[config.mk]
export PLATFORM = sky130hd
export DESIGN_NAME = muldiv_unit
export DESIGN_NICKNAME = d
export VERILOG_FILES = /design/src/rtl/muldiv_pkg.sv /design/src/rtl/twos_abs.sv /design/src/rtl/muldiv_unit.sv
export SDC_FILE = /design/constraint.sdc
export NUM_CORES = 1
export LEC_CHECK = 0
export BUFFER_PORTS_ARGS = -buffer_cell sky130_fd_sc_hd__buf_2
export CAP_MARGIN = 5
export CORE_MARGIN = 4
export CORE_UTILIZATION = 52
export CTS_BUF_LIST = sky130_fd_sc_hd__clkbuf_4 sky130_fd_sc_hd__clkbuf_8
export CTS_CLUSTER_DIAMETER = 40
export DETAILED_ROUTE_END_ITERATION = 7
export HOLD_SLACK_MARGIN = 0.08
export PLACE_DENSITY_LB_ADDON = 0.25
export SLEW_MARGIN = 40
export SYNTH_ARGS = -nofsm -noshare
export SYNTH_HDL_FRONTEND = slang
export SYNTH_SLANG_ARGS = --single-unit
[constraint.sdc]
create_clock -name CLK -period 2 [get_ports CLK]
set_input_delay 0.4 -clock CLK [delete_from_list [all_inputs] [get_ports CLK]]
set_output_delay 0.4 -clock CLK [all_outputs]
set_load 0.005 [all_outputs]
[src/rtl/muldiv_pkg.sv]
// Shared types for the iterative multiply/divide unit: op codes, FSM states and
// the width of the bit-step counter.
package muldiv_pkg;

    typedef enum logic [1:0] {
        MD_MULT  = 2'b00,
        MD_MULTU = 2'b01,
        MD_DIV   = 2'b10,
        MD_DIVU  = 2'b11
    } md_op_e;

    typedef enum logic [1:0] {
        IDLE = 2'b00,
        CALC = 2'b01,
        FIX  = 2'b10
    } md_state_e;

    // Counter must hold the value N itself, hence one bit above clog2.
    function automatic int cnt_width(input int n);
        return $clog2(n) + 1;
    endfunction

endpackage

[src/rtl/twos_abs.sv]
// Conditional two's-complement negate: used both to take operand magnitudes
// and to restore result signs. Purely combinational.
module twos_abs #(
    parameter int N = 8
) (
    input  logic [N-1:0] val_i,
    input  logic         neg_i,
    output logic [N-1:0] res_o
);

    assign res_o = neg_i ? (~val_i + N'(1)) : val_i;

endmodule

[src/rtl/muldiv_unit.sv]
// Iterative shift-add multiplier / restoring divider with its own HI/LO pair.
// One bit per cycle: N+1 busy cycles, then a one-cycle done pulse with HI/LO updated.
module muldiv_unit
    import muldiv_pkg::*;
#(
    parameter int N = 8
) (
    input  logic         CLK,
    input  logic         RESET,
    input  logic         start,
    input  logic [1:0]   op,
    input  logic [N-1:0] srca,
    input  logic [N-1:0] srcb,
    input  logic         hi_we,
    input  logic         lo_we,
    input  logic [N-1:0] wd,
    input  logic         hilo_rd,
    output logic [N-1:0] HI,
    output logic [N-1:0] LO,
    output logic         busy,
    output logic         done,
    output logic         div_zero,
    output logic         stall
);

    localparam int CW = cnt_width(N);

    md_state_e       state_q, state_d;
    md_op_e          op_q, op_d;
    logic            neg_res_q, neg_res_d;
    logic            neg_rem_q, neg_rem_d;
    logic            bz_q, bz_d;
    logic [N-1:0]    opa_q, opa_d;
    logic [N-1:0]    sh_q, sh_d;
    logic [N-1:0]    acc_q, acc_d;
    logic [N-1:0]    dvd_q, dvd_d;
    logic [N-1:0]    hi_q, hi_d;
    logic [N-1:0]    lo_q, lo_d;
    logic [CW-1:0]   cnt_q, cnt_d;
    logic            busy_q, busy_d;
    logic            done_q, done_d;
    logic            dz_q, dz_d;

    logic            sign_a, sign_b, is_div;
    logic [N-1:0]    a_mag, b_mag;
    logic [N-1:0]    quot_fix, rem_fix;
    logic [2*N-1:0]  prod_fix;
    logic [N:0]      mul_sum, rem_sh, trial;

    assign sign_a = ~op[0] & srca[N-1];
    assign sign_b = ~op[0] & srcb[N-1];
    assign is_div = (op_q == MD_DIV) || (op_q == MD_DIVU);

    twos_abs #(.N(N)) u_abs_a (.val_i(srca), .neg_i(sign_a), .res_o(a_mag));
    twos_abs #(.N(N)) u_abs_b (.val_i(srcb), .neg_i(sign_b), .res_o(b_mag));

    twos_abs #(.N(2*N)) u_fix_prod (.val_i({acc_q, sh_q}), .neg_i(neg_res_q), .res_o(prod_fix));
    twos_abs #(.N(N))   u_fix_quot (.val_i(sh_q),  .neg_i(neg_res_q), .res_o(quot_fix));
    twos_abs #(.N(N))   u_fix_rem  (.val_i(acc_q), .neg_i(neg_rem_q), .res_o(rem_fix));

    always_comb begin
        state_d   = state_q;
        op_d      = op_q;
        neg_res_d = neg_res_q;
        neg_rem_d = neg_rem_q;
        bz_d      = bz_q;
        opa_d     = opa_q;
        sh_d      = sh_q;
        acc_d     = acc_q;
        dvd_d     = dvd_q;
        hi_d      = hi_q;
        lo_d      = lo_q;
        cnt_d     = cnt_q;
        busy_d    = busy_q;
        done_d    = 1'b0;
        dz_d      = 1'b0;

        mul_sum = {1'b0, acc_q} + (sh_q[0] ? {1'b0, opa_q} : '0);
        rem_sh  = {acc_q, sh_q[N-1]};
        trial   = rem_sh - {1'b0, opa_q};

        case (state_q)
            IDLE: begin
                if (start) begin
                    op_d      = md_op_e'(op);
                    neg_res_d = sign_a ^ sign_b;
                    neg_rem_d = sign_a;
                    bz_d      = (srcb == '0);
                    dvd_d     = srca;
                    // Multiply keeps the multiplier in the shift register;
                    // divide keeps the dividend there so quotient bits shift in.
                    opa_d     = op[1] ? b_mag : a_mag;
                    sh_d      = op[1] ? a_mag : b_mag;
                    acc_d     = '0;
                    cnt_d     = CW'(N);
                    busy_d    = 1'b1;
                    state_d   = CALC;
                end else begin
                    if (hi_we) hi_d = wd;
                    if (lo_we) lo_d = wd;
                end
            end
            CALC: begin
                if (is_div) begin
                    if (!trial[N]) begin
                        acc_d = trial[N-1:0];
                        sh_d  = {sh_q[N-2:0], 1'b1};
                    end else begin
                        acc_d = rem_sh[N-1:0];
                        sh_d  = {sh_q[N-2:0], 1'b0};
                    end
                end else begin
                    acc_d = mul_sum[N:1];
                    sh_d  = {mul_sum[0], sh_q[N-1:1]};
                end
                cnt_d = cnt_q - CW'(1);
                if (cnt_q == CW'(1)) state_d = FIX;
            end
            FIX: begin
                // Most-negative / -1 needs no special case: the magnitude
                // quotient 2^(N-1) negates back onto itself with remainder 0.
                if (is_div) begin
                    if (bz_q) begin
                        lo_d = '1;
                        hi_d = dvd_q;
                    end else begin
                        lo_d = quot_fix;
                        hi_d = rem_fix;
                    end
                end else begin
                    {hi_d, lo_d} = prod_fix;
                end
                done_d  = 1'b1;
                dz_d    = is_div & bz_q;
                busy_d  = 1'b0;
                state_d = IDLE;
            end
            default: begin
                busy_d  = 1'b0;
                state_d = IDLE;
            end
        endcase
    end

    always_ff @(posedge CLK) begin
        if (RESET) begin
            state_q   <= IDLE;
            op_q      <= MD_MULT;
            neg_res_q <= 1'b0;
            neg_rem_q <= 1'b0;
            bz_q      <= 1'b0;
            opa_q     <= '0;
            sh_q      <= '0;
            acc_q     <= '0;
            dvd_q     <= '0;
            hi_q      <= '0;
            lo_q      <= '0;
            cnt_q     <= '0;
            busy_q    <= 1'b0;
            done_q    <= 1'b0;
            dz_q      <= 1'b0;
        end else begin
            state_q   <= state_d;
            op_q      <= op_d;
            neg_res_q <= neg_res_d;
            neg_rem_q <= neg_rem_d;
            bz_q      <= bz_d;
            opa_q     <= opa_d;
            sh_q      <= sh_d;
            acc_q     <= acc_d;
            dvd_q     <= dvd_d;
            hi_q      <= hi_d;
            lo_q      <= lo_d;
            cnt_q     <= cnt_d;
            busy_q    <= busy_d;
            done_q    <= done_d;
            dz_q      <= dz_d;
        end
    end

    assign HI       = hi_q;
    assign LO       = lo_q;
    assign busy     = busy_q;
    assign done     = done_q;
    assign div_zero = dz_q;
    assign stall    = busy_q & (start | hi_we | lo_we | hilo_rd);

endmodule
# After elaboration in Yosys (flattened, before gate mapping)

Index checks and enable logic that the tools add are counted.

Input bits: 32
Output and inout bits: 20
Flip-flop bits (word level): 62

Add/sub/neg operators: 8
Bitwise gates (word level): 16
Reduce and logical (&&, ||, !) cells: 12
Equality and inequality tests: 10
Mux-type cells: 34

Operators with widths:

| operator                                             | count |
|---|---|
| two-way mux 8 bit                                    | 20 |
| case mux 8 bit (2 select lines)                      | 4 |
| adder 8 x 1 -> 8 bit (second input constant)         | 4 |
| NOT 8 bit                                            | 4 |
| adder 16 x 1 -> 16 bit (second input constant)       | 1 |
| two-way mux 16 bit                                   | 1 |
| NOT 16 bit                                           | 1 |
| != test 2 bit (second input constant)                | 5 |
| adder 8 x 8 -> 9 bit                                 | 1 |
| subtractor 9 x 8 -> 9 bit                            | 1 |
| zero test 8 bit                                      | 1 |
| case mux 4 bit (2 select lines)                      | 1 |
| AND reduction 2 bit                                  | 4 |
| equality test 2 bit (second input constant)          | 3 |
| AND reduction 3 bit                                  | 2 |
| bitwise AND 1 bit                                    | 4 |
| equality test 4 x 1 -> 1 bit (second input constant) | 1 |
| two-way mux 2 bit                                    | 2 |
| two-way mux 4 bit                                    | 1 |
| case mux 2 bit (2 select lines)                      | 1 |
| nonzero test 2 bit                                   | 2 |
| subtractor 4 x 1 -> 4 bit (second input constant)    | 1 |
| two-way mux 1 bit                                    | 3 |
| NOT 1 bit                                            | 3 |
| 7 further kinds                                      | 9 |

# Depth between registers and ports, before layout

Gate-level depths: netlist of run 1.

Word-level depth: 6
Depth in mapped cells: 9

# Hierarchy

From an unflattened synthesis of run 1, not the netlist that was laid out.

Cell total of the unflattened synthesis: 594
Area total of the unflattened synthesis: 4793.3 um^2

Modules (own cells, without submodules):

| module                 | times used | sequential area each (um^2) | area each (um^2) | cells an instance |
|---|---|---|---|---|
| muldiv_unit            | 1          | 1221.2                      | 3774.9           | 463 |
| twos_abs (u_abs_a ...) | 4          | 0.0                         | 171.4            | 21 |
| twos_abs (u_fix_prod)  | 1          | 0.0                         | 332.8            | 47 |

# Worst setup path before layout of run 1

Ideal clock, no wire load.

Path type: register to register
Start point: register sh_q[0]
End point: register acc_q[4]
Buffers on the path: 0
Arrival: 2.101 ns
Slack: -0.225 ns
Cell stages (with the launch flop): 9
Library setup time: 0.124 ns
Path through: dfxtp_1 -> clkinv_1 -> nor2_1 -> ha_1 -> a21oi_1 -> o211ai_1 -> or3_1 -> and3_1 -> a2111o_1

Cells in the longest elaborated chain, start to end: 4

RTL lines:

| element                         | RTL line           | text |
|---|---|---|
| from (decl)                     | muldiv_unit.sv:34  | `logic [N-1:0] sh_q, sh_d;` |
| from (signal assigned)          | muldiv_unit.sv:153 | `sh_q <= '0;` |
| from (signal assigned)          | muldiv_unit.sv:169 | `sh_q <= sh_d;` |
| two-way mux 8 bit               | muldiv_unit.sv:78  | `mul_sum = {1'b0, acc_q} + (sh_q[0] ? {1'b0, opa_q} : '0);` |
| adder 8 x 8 -> 9 bit            | muldiv_unit.sv:78  |  |
| two-way mux 8 bit               | muldiv_unit.sv:104 | `if (is_div) begin` |
| case mux 8 bit (2 select lines) | muldiv_unit.sv:82  | `case (state_q)` |
| to (signal assigned)            | muldiv_unit.sv:154 | `acc_q <= '0;` |
| to (signal assigned)            | muldiv_unit.sv:170 | `acc_q <= acc_d;` |
| to (decl)                       | muldiv_unit.sv:35  | `logic [N-1:0] acc_q, acc_d;` |

No other way between the ends.
A chain may end at the register's enable or synchronous reset.

# Worst setup path in the final report of run 1

Start point: register opa_q[2]
End point: register acc_q[1]

Cells in the longest elaborated chain, start to end: 4
Elaborated cells between the ends (all ways): 6

RTL lines:

| element                                                        | RTL line                              | text |
|---|---|---|
| from (decl)                                                    | muldiv_unit.sv:33                     | `logic [N-1:0] opa_q, opa_d;` |
| from (signal assigned)                                         | muldiv_unit.sv:168                    | `opa_q <= opa_d;` |
| subtractor 9 x 8 -> 9 bit or two-way mux 8 bit (tied branches) | muldiv_unit.sv:80, muldiv_unit.sv:78  |  |
| two-way mux 8 bit or adder 8 x 8 -> 9 bit (tied branches)      | muldiv_unit.sv:105, muldiv_unit.sv:78 |  |
| two-way mux 8 bit *                                            | muldiv_unit.sv:104                    |  |
| case mux 8 bit (2 select lines) *                              | muldiv_unit.sv:82                     |  |

Every way passes the cells marked *; elsewhere a longest branch is shown, timed or not.

==> results of run 1 <==
==> worst paths after layout <==
check                           slack, ns                  start                     to
worst max-delay path                -0.05  opa_q[2]$_SDFFE_PP0P_  acc_q[1]$_SDFFE_PP0P_
worst min register to register       0.45     LO[2]$_SDFFE_PP0P_     LO[2]$_SDFFE_PP0P_
worst max register to register      -0.05  opa_q[2]$_SDFFE_PP0P_  acc_q[1]$_SDFFE_PP0P_
worst min-delay path                 0.32                srca[7]  dvd_q[7]$_SDFFE_PP0P_
==> cell usage after synthesis (8+ instances only) <==
library cell | number | area share [%]
nor2b_1 | 10 | 1.4
mux2_2 | 9 | 2.3
ha_1 | 22 | 6.1
inv_1 | 26 | 2.2
a21oi_1 | 54 | 6.0
a211oi_1 | 9 | 1.5
xnor2_1 | 27 | 5.3
clkbuf_1 | 29 | 2.4
nor2_1 | 55 | 4.6
a31oi_1 | 10 | 1.4
xor2_1 | 12 | 2.3
o21ai_0 | 27 | 3.0
nor3_1 | 13 | 1.4
mux2i_1 | 20 | 4.4
dfxtp_1 | 61 | 27
nand2b_1 | 11 | 1.5
nand2_1 | 71 | 5.9
o211ai_1 | 8 | 1.3
==> metal layers <==
| layer | vias to the layer above | part of all wire, % | global-route usage, % |
|---|---|---|---|
| met5 | - | 0 | 0 |
| met4 | 0 | 2.5 | 10.53 |
| met3 | 28 | 6.9 | 4.775 |
| met2 | 182 | 46 | 42.99 |
| met1 | 2181 | 45 | 36.77 |
| li1 | 2247 | - | - |
==> metrics by stage <==
step / hold WS, ns / setup WS, ns / area, µm²
2_1_floorplan: 0.4319 / -0.01494 / 4556
3_5_place_dp: 0.4446 / -0.1498 / 5248
5_1_grt: 0.3143 / -0.1221 / 5754
4_1_cts: 0.3121 / -0.04031 / 5658
3_3_place_gp: 0.4378 / -0.1020 / 5248
6_report: 0.3244 / -0.04999 / 5754
==> tightest hold or removal path, cell delays in order <==
cell and delay, ns:
buf_2 0.12, nand2_1 0.05, a21oi_1 0.05
==> final cells by class <==
type / count / area (µm²)
inverter: 27 / 108.9
fill: 693 / 2545
sequential: 61 / 1239
clock inverter: 4 / 72.57
multi-input combinational: 456 / 3269
tap: 105 / 131.4
timing repair buffer: 114 / 780.7
clock buffer: 12 / 152.6
==> registers in the layout (all words and copies together), names as in the netlist, 2 cells and up <==
name	count
opa_q	8
cnt_q	4
LO	8
state_q	2
dvd_q	8
sh_q	8
acc_q	8
HI	8
==> cells by family (layout without fill, tap and decap cells) <==
group / Yosys count / after routing
buffers and inverters: 65 / 157
AO/OA/AOI/OAI: 168 / 168
adder cells (fa/ha/maj): 24 / 24
XOR/XNOR: 39 / 39
flip-flops: 61 / 61
AND/OR/NAND/NOR: 196 / 196
multiplexers: 29 / 29
==> power groups by stage <==
stage,Clock (µW),Combinational (µW),Sequential (µW)
final,1280,1100,1370
after global routing,1330,1200,1380
after CTS,1290,1040,1370
after detailed placement,0,988,1390
after global placement,0,966,1390
after floorplan,0,655,1370
==> timing repair <==
action | CTS | global route
pin swaps | 17 | 10
gates cloned | 0 | 0
resized for setup | 35 | 21
setup endpoints to repair | 9 | 13
setup buffers | 7 | 2
==> run summary, run 1 <==
POWER
--------------------------------------------------------------------------------
Power Total                                                              3753 µW
Internal                                                                 2556 µW
Total power per unit cell area                                      652.2 nW/µm²
Clock power frac                                                           34.0%
Switching power summed over all nets                                     1197 µW
Leakage power figure                                                 0.002360 µW
Peak supply drop                                                     0.0004557 V
Share of total power in sequential cells                                   36.6%
Net switching fraction of the power                                       31.89%
Combinational cell fraction of total power                                 29.4%

CRITICAL PATH
--------------------------------------------------------------------------------
Endpoint required time on the critical path                              2.28 ns
Sequence of cells on the critical path                              inv_2, ha_4, or2_4, o21a_4, o311a_4, nor2_4, mux2_4, o21ai_1
Number of cell instances on the worst register-to-register path                8
Maximum fanout encountered on the critical timing path                         7
Critical path startpoint category                                           flop
Critical path arrival                                                    2.33 ns
Crit path largest cell delay                                             0.35 ns
Master of the slowest instance on the critical path                      o311a_4
Number of stages on the worst setup path                                       8
Worst path bufs/invs                                                           1
Crit end category                                                           flop
WS Path Type                                                        flop to flop
Gate family responsible for the most delay along the worst path     compound AO/OA/AOI/OAI gates

FINISH
--------------------------------------------------------------------------------
Share of the core filled with cells in the final layout                   69.34%
Number of antenna repair diodes                                                0
Commonest non-fill, non-tap cell in the layout                           nand2_1
NumNets Final                                                                725
Number of cells in the finished layout apart from fillers                    779
Highest-count cells in the layout ignoring fill and taps            nand2_1 (70), buf_4 (56), dfxtp_1 (53), nor2_1 (53), a21oi_1 (53)
Fraction of layout instances using a drive strength above 1               29.53%
Area growth from synthesis to layout                                      27.86%

SYNTH
--------------------------------------------------------------------------------
Adder and majority cell fraction of the synthesized area                  7.006%
Synthesized net count                                                        638
Synth warn                                                                     0
Number of distinct library cells after synthesis                              69
Fraction of the mapped netlist area in compound gates                     25.27%
Post-synthesis xor/xnor area fraction                                     7.590%
Main combinational cell family by area after synthesis              compound AO/OA/AOI/OAI gates
Fraction of synthesized area in multiplexers                              6.700%
Post-synth design cell area                                             4501 µm²
Number of synthesized flops with an enable pin                                 0
Seq cells post-synth                                                          61
Sequential cell area fraction in the yosys report                         27.13%
Mean instance size in the synthesized netlist                          7.733 µm²
Mapped Cells                                                                 582
Simple-gate area share of the yosys netlist                               20.71%
Synth Flop Type                                                          dfxtp_1
Fraction of registers with async set/reset                                    0%

GRT
--------------------------------------------------------------------------------
Overflow left after global routing                                             0
Number of antenna violations at the first check in global routing              0
Pin count of the biggest net entering global routing                          47
Overall Global Routing Usage                                              27.14%
Number of global-route vias before repair                                   4369
Global-route wire length before repair                                  21670 µm

MIN PATH
--------------------------------------------------------------------------------
Cell count of the worst hold path                                              3
Kind of path behind the tightest hold check                         primary input to flop

DETAILED ROUTING
--------------------------------------------------------------------------------
Number of routed nets with antenna violations                                  0
Overall routed net length                                               13510 µm
Initial detailed-routing violation count                                     361
Routed wirelength normalized by instance count                          17.34 µm
Number of iterations in the first detailed-routing pass                        5
Via/cell ratio                                                             5.954
Post-route DRC violation count                                                 0
Detailed-route via count                                                    4638

DIE
--------------------------------------------------------------------------------
I/O pin cnt                                                                   52
Initial Util                                                              54.23%
Chip width                                                              101.0 µm
Number of standard-cell rows in the floorplan                                 33
Placeable core area                                                     8299 µm²
Vertical extent of the die                                              101.0 µm
Area of the die                                                        10210 µm²

PLACED DESIGN
--------------------------------------------------------------------------------
Post-placement cell count                                                    755
Routability Congestion                                                    0.9175
DPL Wire Length                                                         10050 µm
# port buffers                                                                51

TIMING
--------------------------------------------------------------------------------
Max frequency                                                          487.8 MHz
Worst Skew                                                            0.01733 ns
Number of hold-slack violations in the final timing report                     0
Worst Tran Pin Value                                                   0.6194 ns
Summed negative setup slack over all endpoints                        -0.1308 ns
Slack of the critical path                                           -0.04999 ns
Total of endpoints with negative setup slack in the final report               7
Count of final max-slew check failures                                         0
Unrepaired setup endpoints after global routing                              yes
Period Utilization, post-route                                            102.5%
Min Tclk post-route                                                     2.050 ns
Slew HR                                                                   58.43%

CLOCK NETWORK
--------------------------------------------------------------------------------
Clock tree sinks                                                              61
Clock transition at path regs                                            0.08 ns
Clock root buffer                                                       clkbuf_8
Hold Buf Count CTS                                                             0
Number of levels in the clock H-tree                                           3
Clock latency reported for the late side of the worst-skew pair          0.36 ns
Clk buf depth                                                                  2
Number of buffers created by CTS                                               9
TritonCTS clock tree                                                       built

STATUS
--------------------------------------------------------------------------------
Failing checks                                                      setup timing
Result of the run                                                   finished, violations left

FLOW RUN
--------------------------------------------------------------------------------
Number of maximum-capacitance violations                                       0

Note: power is estimated with default switching activity, not from simulation.
==> run 2, diff against run 1 <==
--- a/config.mk
+++ b/config.mk
@@ -9,7 +9,7 @@
 export CAP_MARGIN = 5
 export CORE_MARGIN = 4
 export CORE_UTILIZATION = 52
-export CTS_BUF_LIST = sky130_fd_sc_hd__clkbuf_4 sky130_fd_sc_hd__clkbuf_8
+export CTS_BUF_LIST = sky130_fd_sc_hd__clkbuf_4
 export CTS_CLUSTER_DIAMETER = 40
 export DETAILED_ROUTE_END_ITERATION = 7
 export HOLD_SLACK_MARGIN = 0.08
==> run 2 against run 1 <==
Sequential cell count did not move. Critical path type unchanged. Fmax fell by 0.96%. Hold slack worse by 0.079 ns. Largest power group unchanged. The run still ends with setup timing left.
==> run summary, run 2 (same netlist as run 1, synthesis figures left out) <==
FINISH
--------------------------------------------------------------------------------
Number of antenna repair diodes                                                0   unchanged
Share of the core filled with cells in the final layout                   67.69%   -1.6 points
Highest-count cells in the layout ignoring fill and taps            nand2_1 (71), buf_4 (55), nor2_1 (53), a21oi_1 (53), dfxtp_1 (52)
Area growth from synthesis to layout                                      24.83%
Fraction of layout instances using a drive strength above 1               28.57%   -0.95 points
Count of filler cells inserted in the layout                                 707   +2.0%
NumNets Final                                                                723   -0.28%
Commonest non-fill, non-tap cell in the layout                           nand2_1

CLOCK NETWORK
--------------------------------------------------------------------------------
Clock transition at path regs                                            0.12 ns   +0.04 ns
Number of levels in the clock H-tree                                           3   unchanged
Clk buf depth                                                                  2   unchanged
Clock latency reported for the late side of the worst-skew pair          0.42 ns   +0.06 ns
Hold Buf Count CTS                                                             0   unchanged
Number of buffers created by CTS                                               9   unchanged
Clock root buffer                                                       clkbuf_4
TritonCTS clock tree                                                       built
Clock tree sinks                                                              61   unchanged

DETAILED ROUTING
--------------------------------------------------------------------------------
Number of iterations in the first detailed-routing pass                        5   unchanged
Routed wirelength normalized by instance count                          16.92 µm   -2.4%
Post-route DRC violation count                                                 0   unchanged
Initial detailed-routing violation count                                     362   +0.28%
Detailed-route via count                                                    4591   -1.0%
Via/cell ratio                                                             5.909   -0.76%
Number of routed nets with antenna violations                                  0   unchanged
Overall routed net length                                               13150 µm   -2.7%

TIMING
--------------------------------------------------------------------------------
Period Utilization, post-route                                            103.5%   +0.99 points
Count of final max-slew check failures                                         0   unchanged
Slack of the critical path                                           -0.06980 ns   -0.01981 ns
Min Tclk post-route                                                     2.070 ns   +0.01981 ns
Total of endpoints with negative setup slack in the final report               7   unchanged
Number of hold-slack violations in the final timing report                     0   unchanged
Worst Tran Pin Value                                                   0.6044 ns   -0.01506 ns
Unrepaired setup endpoints after global routing                              yes
Worst Skew                                                            0.03107 ns   +0.01374 ns
Max frequency                                                          483.1 MHz   -0.96%
Slew HR                                                                   59.44%   +1.0 points
Worst slack on hold paths                                              0.2457 ns   -0.07866 ns

DIE
--------------------------------------------------------------------------------
Vertical extent of the die                                              101.0 µm   unchanged
Area of the die                                                        10210 µm²   unchanged
Number of standard-cell rows in the floorplan                                 33   unchanged
Initial Util                                                              54.23%   unchanged
Placeable core area                                                     8299 µm²   unchanged
Chip width                                                              101.0 µm   unchanged
I/O pin cnt                                                                   52   unchanged

MIN PATH
--------------------------------------------------------------------------------
Kind of path behind the tightest hold check                         primary input to flop
Cell count of the worst hold path                                              3   unchanged

PLACED DESIGN
--------------------------------------------------------------------------------
# port buffers                                                                51   unchanged
Routability Congestion                                                    0.9175   unchanged
DPL Wire Length                                                         10050 µm   unchanged

CRITICAL PATH
--------------------------------------------------------------------------------
Sequence of cells on the critical path                              inv_2, ha_4, fa_2, nor2b_4, o21a_4, o311a_4, nor2_4, mux2_4, o21ai_2
Endpoint required time on the critical path                              2.36 ns   +0.08 ns
Number of cell instances on the worst register-to-register path                9   +1
Crit end category                                                           flop
Gate family responsible for the most delay along the worst path     compound AO/OA/AOI/OAI gates
Master of the slowest instance on the critical path                      o311a_4
Number of stages on the worst setup path                                       9   +1
Crit path largest cell delay                                             0.35 ns   about the same
Critical path startpoint category                                           flop
Worst path bufs/invs                                                           1   unchanged
Maximum fanout encountered on the critical timing path                         7   unchanged
WS Path Type                                                        flop to flop
Critical path arrival                                                    2.43 ns   +0.10 ns

GRT
--------------------------------------------------------------------------------
Number of antenna violations at the first check in global routing              0   unchanged
Overflow left after global routing                                             0   unchanged
Pin count of the biggest net entering global routing                          47   unchanged
Number of global-route vias before repair                                   4385   +0.37%
Global-route wire length before repair                                  21680 µm   about the same
Overall Global Routing Usage                                              26.94%   -0.20 points

POWER
--------------------------------------------------------------------------------
Leakage power figure                                                 0.002313 µW   -2.0%
Peak supply drop                                                     0.0003339 V   -27%
Total power per unit cell area                                      610.6 nW/µm²   -6.4%

STATUS
--------------------------------------------------------------------------------
Result of the run                                                   finished, violations left
Failing checks                                                      setup timing

FLOW RUN
--------------------------------------------------------------------------------
Number of maximum-capacitance violations                                       0   unchanged

[run 2: cell types whose count changed in the layout (fill, tap and decap cells not counted), sizes merged]
| cell | before | now |
|---|---|---|
| buf | 114 | 112 |
| clkinv | 1 | 3 |
| clkbuf | 12 | 11 |
| inv | 27 | 26 |
[run 2: layer usage]
layer	vias to the layer above	routed length (µm)	global-route usage, %
met5	-	0	0
met4	0	261	6.953
met3	24	880	5.398
met2	167	6153	43.49
met1	2146	5849	36.86
li1	2254	-	-
[run 2: final cells by class]
type / count / area [µm²] / area share [%]
flip-flops and latches: 61 / 1240 / 22.07
well taps: 105 / 131.4 / 2.339
repair buffers: 112 / 762.0 / 13.56
inverters: 27 / 106.4 / 1.893
multi-input cells: 456 / 3219 / 57.31
clock buffers: 11 / 82.58 / 1.470
clock inverters: 5 / 76.32 / 1.359
[run 2: per-stage QoR]
step,total power [µW],std cells,cell area (µm²),TNS [ns],setup WS (ns)
after floorplan,2022,582,4556,-0.01494,-0.01494
after global placement,2354,755,5248,-0.4676,-0.1020
after detailed placement,2382,755,5248,-0.7511,-0.1498
after CTS,3412,777,5580,-0.1848,-0.04629
after global routing,3606,777,5618,-0.9621,-0.1312
final,3430,777,5618,-0.2545,-0.06980
[run 2: power breakdown]
| group | switching [µW] | internal (µW) | leakage (µW) |
|---|---|---|---|
| clock network | 480 | 530 | 0.0000845 |
| registers | 77.7 | 1290 | 0.000504 |
| logic | 579 | 470 | 0.00172 |
[run 2: worst paths after layout]
kind,from,slack (ns),to
hold reg to reg,LO[2]$_SDFFE_PP0P_,0.46,LO[2]$_SDFFE_PP0P_
setup reg to reg,sh_q[7]$_SDFFE_PP0P_,-0.07,acc_q[1]$_SDFFE_PP0P_
setup / recovery,sh_q[7]$_SDFFE_PP0P_,-0.07,acc_q[1]$_SDFFE_PP0P_
hold / removal,srca[7],0.25,dvd_q[7]$_SDFFE_PP0P_
[run 2: timing repair]
| action | 4_1_cts | 5_1_grt |
|---|---|---|
| buffers inserted | 6 | 0 |
| gates cloned | 0 | 0 |
| pin swaps | 14 | 13 |
| gates resized for setup | 32 | 13 |
| endpoints found under the setup margin | 10 | 13 |
[run 2: tightest hold or removal path, cell delays in order]
cell and delay [ns]:
buf_2 0.12, nand2_1 0.05, a21oi_1 0.05
